**config.mk**
```make
export PLATFORM = sky130hd
export DESIGN_NAME = audio_demux
export DESIGN_NICKNAME = d
export VERILOG_FILES = /design/src/rtl/audio_demux.sv
export SDC_FILE = /design/constraint.sdc
export NUM_CORES = 2
export LEC_CHECK = 0
export ABC_AREA = 0
export BUFFER_PORTS_ARGS = -buffer_cell sky130_fd_sc_hd__clkbuf_2
export CAP_MARGIN = 30
export CORE_MARGIN = 2
export CORE_UTILIZATION = 35
export CTS_CLUSTER_DIAMETER = 50
export DETAILED_ROUTE_END_ITERATION = 7
export PLACE_DENSITY = 0.58
export SYNTH_ARGS = -nofsm -noshare
export SYNTH_HDL_FRONTEND = slang
export SYNTH_SLANG_ARGS = --single-unit
```
**constraint.sdc**
```tcl
create_clock -name clk -period 5.1 [get_ports clk]
set_clock_uncertainty 0.15 [all_clocks]
set_input_delay 1.02 -clock clk [delete_from_list [all_inputs] [get_ports clk]]
set_output_delay 1.02 -clock clk [all_outputs]
set_load 0.005 [all_outputs]
```
**src/rtl/audio_demux.sv**
```systemverilog
// audio_demux: host-written stereo frame FIFO, drained one frame per I2S word-clock period.
// Bus-mapped control/status; a prefill threshold gates playback and underruns fall back to prefill.
module audio_demux #(
    parameter int FIFO_WIDTH    = 6,
    parameter int AUD_BIT_DEPTH = 24
) (
    input  logic                     clk,
    input  logic                     reset_reg_N,
    input  logic [2:0]               address,
    input  logic                     read,
    input  logic                     write,
    input  logic [31:0]              datain,
    output logic [31:0]              dataout,
    input  logic                     lrck,
    output logic [AUD_BIT_DEPTH-1:0] lsound_out,
    output logic [AUD_BIT_DEPTH-1:0] rsound_out,
    output logic                     sample_valid,
    output logic [FIFO_WIDTH:0]      fifo_level,
    output logic                     underrun
);
    localparam int unsigned DEPTH = 2 ** FIFO_WIDTH;
    localparam logic [FIFO_WIDTH:0]   LVL_FULL = {1'b1, {FIFO_WIDTH{1'b0}}};
    localparam logic [FIFO_WIDTH:0]   LVL_HALF = {2'b01, {(FIFO_WIDTH-1){1'b0}}};
    localparam logic [FIFO_WIDTH:0]   LVL_ONE  = {{FIFO_WIDTH{1'b0}}, 1'b1};
    localparam logic [FIFO_WIDTH-1:0] PTR_ONE  = {{(FIFO_WIDTH-1){1'b0}}, 1'b1};

    typedef enum logic [1:0] {ST_IDLE, ST_PREFILL, ST_RUN} state_t;

    state_t                         state_q, state_d;
    logic                           lrck_s1_q, lrck_s2_q, lrck_s3_q;
    logic [2*AUD_BIT_DEPTH-1:0]     mem_q [DEPTH];
    logic [FIFO_WIDTH-1:0]          wr_ptr_q, rd_ptr_q;
    logic [FIFO_WIDTH:0]            level_q, level_d, thr_q, thr_new;
    logic [AUD_BIT_DEPTH-1:0]       stage_l_q, lsound_q, lsound_d, rsound_q, rsound_d;
    logic                           enable_q, ovf_q, urun_q, valid_q;
    logic [15:0]                    ucnt_q;
    logic [31:0]                    dout_q, rd_val;

    logic tick, full, empty, wr_l, push_req, wr_ctrl, wr_thr, flush, clr, push, pop, urun_evt;
    logic [AUD_BIT_DEPTH-1:0]       din_smp;
    logic [2*AUD_BIT_DEPTH-1:0]     head;
    logic                           unused_bits;

    assign tick     = lrck_s2_q & ~lrck_s3_q;
    assign full     = (level_q == LVL_FULL);
    assign empty    = (level_q == '0);
    assign wr_l     = write && (address == 3'd0);
    assign push_req = write && (address == 3'd1);
    assign wr_ctrl  = write && (address == 3'd2);
    assign wr_thr   = write && (address == 3'd3);
    assign flush    = wr_ctrl && datain[1];
    assign clr      = wr_ctrl && datain[2];
    assign push     = push_req && !full && !flush;
    assign din_smp  = datain[31:32-AUD_BIT_DEPTH];
    assign head     = mem_q[rd_ptr_q];
    assign unused_bits = ^datain;

    always_comb begin
        if (datain[FIFO_WIDTH:0] == '0)
            thr_new = LVL_ONE;
        else if (datain[FIFO_WIDTH:0] > LVL_FULL)
            thr_new = LVL_FULL;
        else
            thr_new = datain[FIFO_WIDTH:0];
    end

    always_comb begin
        rd_val = '0;
        case (address)
            3'd2:    rd_val = {27'b0, ovf_q, urun_q, full, empty, enable_q};
            3'd3:    rd_val = {{(31-FIFO_WIDTH){1'b0}}, level_q};
            3'd4:    rd_val = {16'b0, ucnt_q};
            default: rd_val = '0;
        endcase
    end

    // Disable overrides everything; a tick on an empty FIFO in RUN is an underrun, not a pop.
    always_comb begin
        state_d  = state_q;
        pop      = 1'b0;
        urun_evt = 1'b0;
        if (!enable_q) begin
            state_d = ST_IDLE;
        end else begin
            case (state_q)
                ST_IDLE:    state_d = ST_PREFILL;
                ST_PREFILL: if (!flush && level_q >= thr_q) state_d = ST_RUN;
                ST_RUN: begin
                    if (flush) begin
                        state_d = ST_PREFILL;
                    end else if (tick) begin
                        if (empty) begin
                            urun_evt = 1'b1;
                            state_d  = ST_PREFILL;
                        end else begin
                            pop = 1'b1;
                        end
                    end
                end
                default:    state_d = ST_IDLE;
            endcase
        end
    end

    always_comb begin
        lsound_d = lsound_q;
        rsound_d = rsound_q;
        if (pop) begin
            lsound_d = head[2*AUD_BIT_DEPTH-1:AUD_BIT_DEPTH];
            rsound_d = head[AUD_BIT_DEPTH-1:0];
        end else if (state_d != ST_RUN) begin
            lsound_d = '0;
            rsound_d = '0;
        end
    end

    always_comb begin
        level_d = level_q;
        if (flush)
            level_d = '0;
        else if (push && !pop)
            level_d = level_q + LVL_ONE;
        else if (pop && !push)
            level_d = level_q - LVL_ONE;
    end

    always_ff @(posedge clk) begin
        if (push) mem_q[wr_ptr_q] <= {stage_l_q, din_smp};
    end

    always_ff @(posedge clk or negedge reset_reg_N) begin
        if (!reset_reg_N) begin
            state_q   <= ST_IDLE;
            lrck_s1_q <= 1'b0;
            lrck_s2_q <= 1'b0;
            lrck_s3_q <= 1'b0;
            wr_ptr_q  <= '0;
            rd_ptr_q  <= '0;
            level_q   <= '0;
            thr_q     <= LVL_HALF;
            stage_l_q <= '0;
            enable_q  <= 1'b0;
            ovf_q     <= 1'b0;
            urun_q    <= 1'b0;
            ucnt_q    <= '0;
            lsound_q  <= '0;
            rsound_q  <= '0;
            valid_q   <= 1'b0;
            dout_q    <= '0;
        end else begin
            state_q   <= state_d;
            lrck_s1_q <= lrck;
            lrck_s2_q <= lrck_s1_q;
            lrck_s3_q <= lrck_s2_q;
            level_q   <= level_d;
            lsound_q  <= lsound_d;
            rsound_q  <= rsound_d;
            valid_q   <= pop;
            if (flush) begin
                wr_ptr_q <= '0;
                rd_ptr_q <= '0;
            end else begin
                if (push) wr_ptr_q <= wr_ptr_q + PTR_ONE;
                if (pop)  rd_ptr_q <= rd_ptr_q + PTR_ONE;
            end
            if (wr_l)    stage_l_q <= din_smp;
            if (wr_ctrl) enable_q  <= datain[0];
            if (wr_thr)  thr_q     <= thr_new;
            if (read)    dout_q    <= rd_val;
            if (clr) begin
                ovf_q  <= 1'b0;
                urun_q <= 1'b0;
                ucnt_q <= '0;
            end else begin
                if (push_req && full) ovf_q <= 1'b1;
                if (urun_evt) begin
                    urun_q <= 1'b1;
                    if (ucnt_q != 16'hFFFF) ucnt_q <= ucnt_q + 16'd1;
                end
            end
        end
    end

    assign dataout      = dout_q;
    assign lsound_out   = lsound_q;
    assign rsound_out   = rsound_q;
    assign sample_valid = valid_q;
    assign fifo_level   = level_q;
    assign underrun     = urun_q;

endmodule

```
==> qor.csv <==
metric,value,unit
cts_resized,0,
cts_tree,built,
clock.fmax,252,MHz
path_cells,buf_4 > mux4_2 > a22oi_1 > a21oi_1 > nor2_1 > o21ai_1 > a32o_1,
critPathMaxStageDelay,1080,ps
path_clk_slew,60,ps
fin_crit_sh,0.778,
start_kind,flop,
cts_buffers,362,
synthDistinctLibCells,77,
die_h,599,um
grt_overflow_total,0,
wl_per_cell,31.8,um
yosys_warnings,0,
path_class,reg -> reg,
die-area,359000,um2
fin_cells,11500,
fin_tns_setup,0,ps
worst_pin_slew,1030,ps
grt_pass1_wl,507000,um
worstPathBufferInverterCount,1,
fillers,30800,
place.gp.congestion,0.784,
p_total,67.2,mW
ir_drop,0.455,mV
h-tree-depth,5,
cts_num_sinks,3211,
cp_max_fo,32,
critPathTopFamily,flip-flops,
status,"finished, final reports clean",
num_vias,64400,
finalCriticalPeriod,3970,ps
clkLatencyLatePin,970,ps
grt_max_degree,103,
min_path_type,in -> reg,
drtIter0Drc,8394,
power_density,464,nW/um2
rr_startpoint,rd_ptr_q[0],
core,353000,um2
crit_arrival,4650,ps
fp.dieW,599,um
ys.flop_type,edfxtp_1,
startpoint,rd_ptr_q[0],
endpoint_kind,flop,
worstHoldStart,lrck,
maxSlewViolCount,0,
first_global_vias,64300,
dp_hpwl,197000,um
max-cap-violations,0,
antenna_found_initial,17,
post_cts_buffers,0,
portBuffers,111,
cpMaxStageDelayCell,dfrtp_4,
wirelength,366000,um
rsz0062_at_grt,no,
cts-root-buf,clkbuf_16,
ys_seq_elements,3211,
dpl.cell_count,10800,
initial_core_util,0.352,
leakagePower,44.0,nW
netlist_instances,6020,
relSlewSlack,0.313,
worstPathRequired,5790,ps
drive_above_1_share,0.242,
layout.nets,6513,
io_pins,129,
finalHoldViolations,0,
grt_use_total,0.201,
setup_viol,0,
num_rows,218,
syn_area,124000,um2
dr.pass1.iters,5,
whs,82.5,ps
max-clock-path-buffers,4,
drc,0,
synthArstFlopShare,0.0433,
syn_avg_cell_area,20.6,um2
via_per_inst,5.60,
ys_seq_area_frac,0.772,
area_growth_syn_to_layout,16.8,%
synth_edf_count,3072,
ant_nets,0,
final cells by class:
type                       count  area [um2]  share of cell area
antenna                        7        17.5            0.000121
clock buffer                 454        9590              0.0662
clock inverter               214        2600              0.0179
inverter                      33         125            0.000864
multi-input combinational   2428       26900               0.185
sequential                  3211       95800               0.661
tap                         4730        5920              0.0408
timing repair buffer         420        4040              0.0279
layer usage:
layer  vias up  part of all wire  global-route usage
met5         -           0.00018                   0
met4        10             0.036              0.0706
met3       593             0.085              0.0300
met2      3225              0.48               0.324
met1     34600              0.40               0.278
li1      25900                 -                   -
cell families after synthesis:
family,Yosys count,synth area share
AOI/OAI and AO/OA,677,0.0381
xor gates and xnor gates,21,0.00148
adders and majority gates,17,0.00177
buffers and inverters,396,0.0170
DFF,3211,0.772
muxes,1238,0.152
other,1,0.0000302
and+or+nand+nor,459,0.0177
synthesized netlist by cell type, types with 12 or more instances:
cell type  count  share of area
xor2_1        12        0.00085
nor2_1       134         0.0041
edfxtp_1    3072           0.74
mux2i_1      676          0.055
nand4_1       27         0.0014
buf_1         22        0.00067
a22o_1        15         0.0011
buf_4         46         0.0028
mux2_2        44         0.0040
a22oi_1      257          0.016
a32o_1        23         0.0019
nor2b_1       18        0.00091
o211ai_1      26         0.0016
inv_1         31        0.00094
nand2_1      116         0.0035
o21ai_1       32         0.0013
ha_1          16         0.0016
dfrtp_1      138          0.028
buf_2        153         0.0062
clkbuf_1     112         0.0034
mux4_2       516          0.094
nand3_1       98         0.0040
a31oi_1       54         0.0027
a21oi_1       76         0.0031
o21ai_0       59         0.0024
o22ai_1       59         0.0030
nand2b_1      14        0.00071
a221o_1       12        0.00097
buf_6         22         0.0020
worst paths after layout:
kind / end / slack [ps] / depth (start not counted)
setup / recovery: rsound_out[2] / 1130 / 7
hold / removal: lrck_s1_q / 80 / 1
setup reg to reg: rsound_out[2] / 1130 / 7
hold reg to reg: lrck_s2_q / 210 / 0
max in group asynchronous: lsound_out[9] / 3050 / 4
min in group asynchronous: dataout[12] / 510 / 2
stage by stage:
step | worst slack [ps] | cell area, um2 | util
floorplan | 28.2 | 124000 | -
global placement | 670 | 133000 | 0.376
detailed placement | 632 | 133000 | 0.376
CTS | 1080 | 145000 | 0.411
global route | 898 | 145000 | 0.411
finish | 1130 | 145000 | 0.411
worst reg2reg max path: cells and delay by family, from the launching register on:
kind	cells	cell delay [ps]
AND/OR/NAND/NOR	1	380
multiplexers	1	570
buffers and inverters	1	620
flip-flops	1	1080
AO/OA/AOI/OAI	4	1090
cell usage in the layout (no fill, tap or decap), types with 98 or more instances in the layout:
master	count
nand3_1	98
clkbuf_16	363
edfxtp_1	3072
buf_4	216
mux4_2	516
nand2_1	115
a22oi_1	257
dfrtp_1	131
clkbuf_2	110
mux2i_1	676
flip-flops by register name, indices dropped and copies added, names as in the netlist:
name / count
rsound_out: 24
lsound_out: 24
dataout: 16
lrck_s3_q: 1
wr_ptr_q: 6
lrck_s2_q: 1
stage_l_q: 24
ovf_q: 1
rd_ptr_q: 6
thr_q: 7
mem_q: 3072
state_q: 2
fifo_level: 7
enable_q: 1
underrun: 1
sample_valid: 1
ucnt_q: 16
lrck_s1_q: 1
what timing repair did:
| item | in CTS | in global routing |
|---|---|---|
| hold endpoints to repair | 0 | 53 |
| endpoints found under the setup margin | 0 | 0 |
| hold buffers | 0 | 1 |
report_power, final:
| part | switching, mW | internal (mW) |
|---|---|---|
| sequential | 0.350 | 29.8 |
| combinational | 6.23 | 4.67 |
| clock | 10.9 | 15.3 |
(Power assumes the default switching activity.)
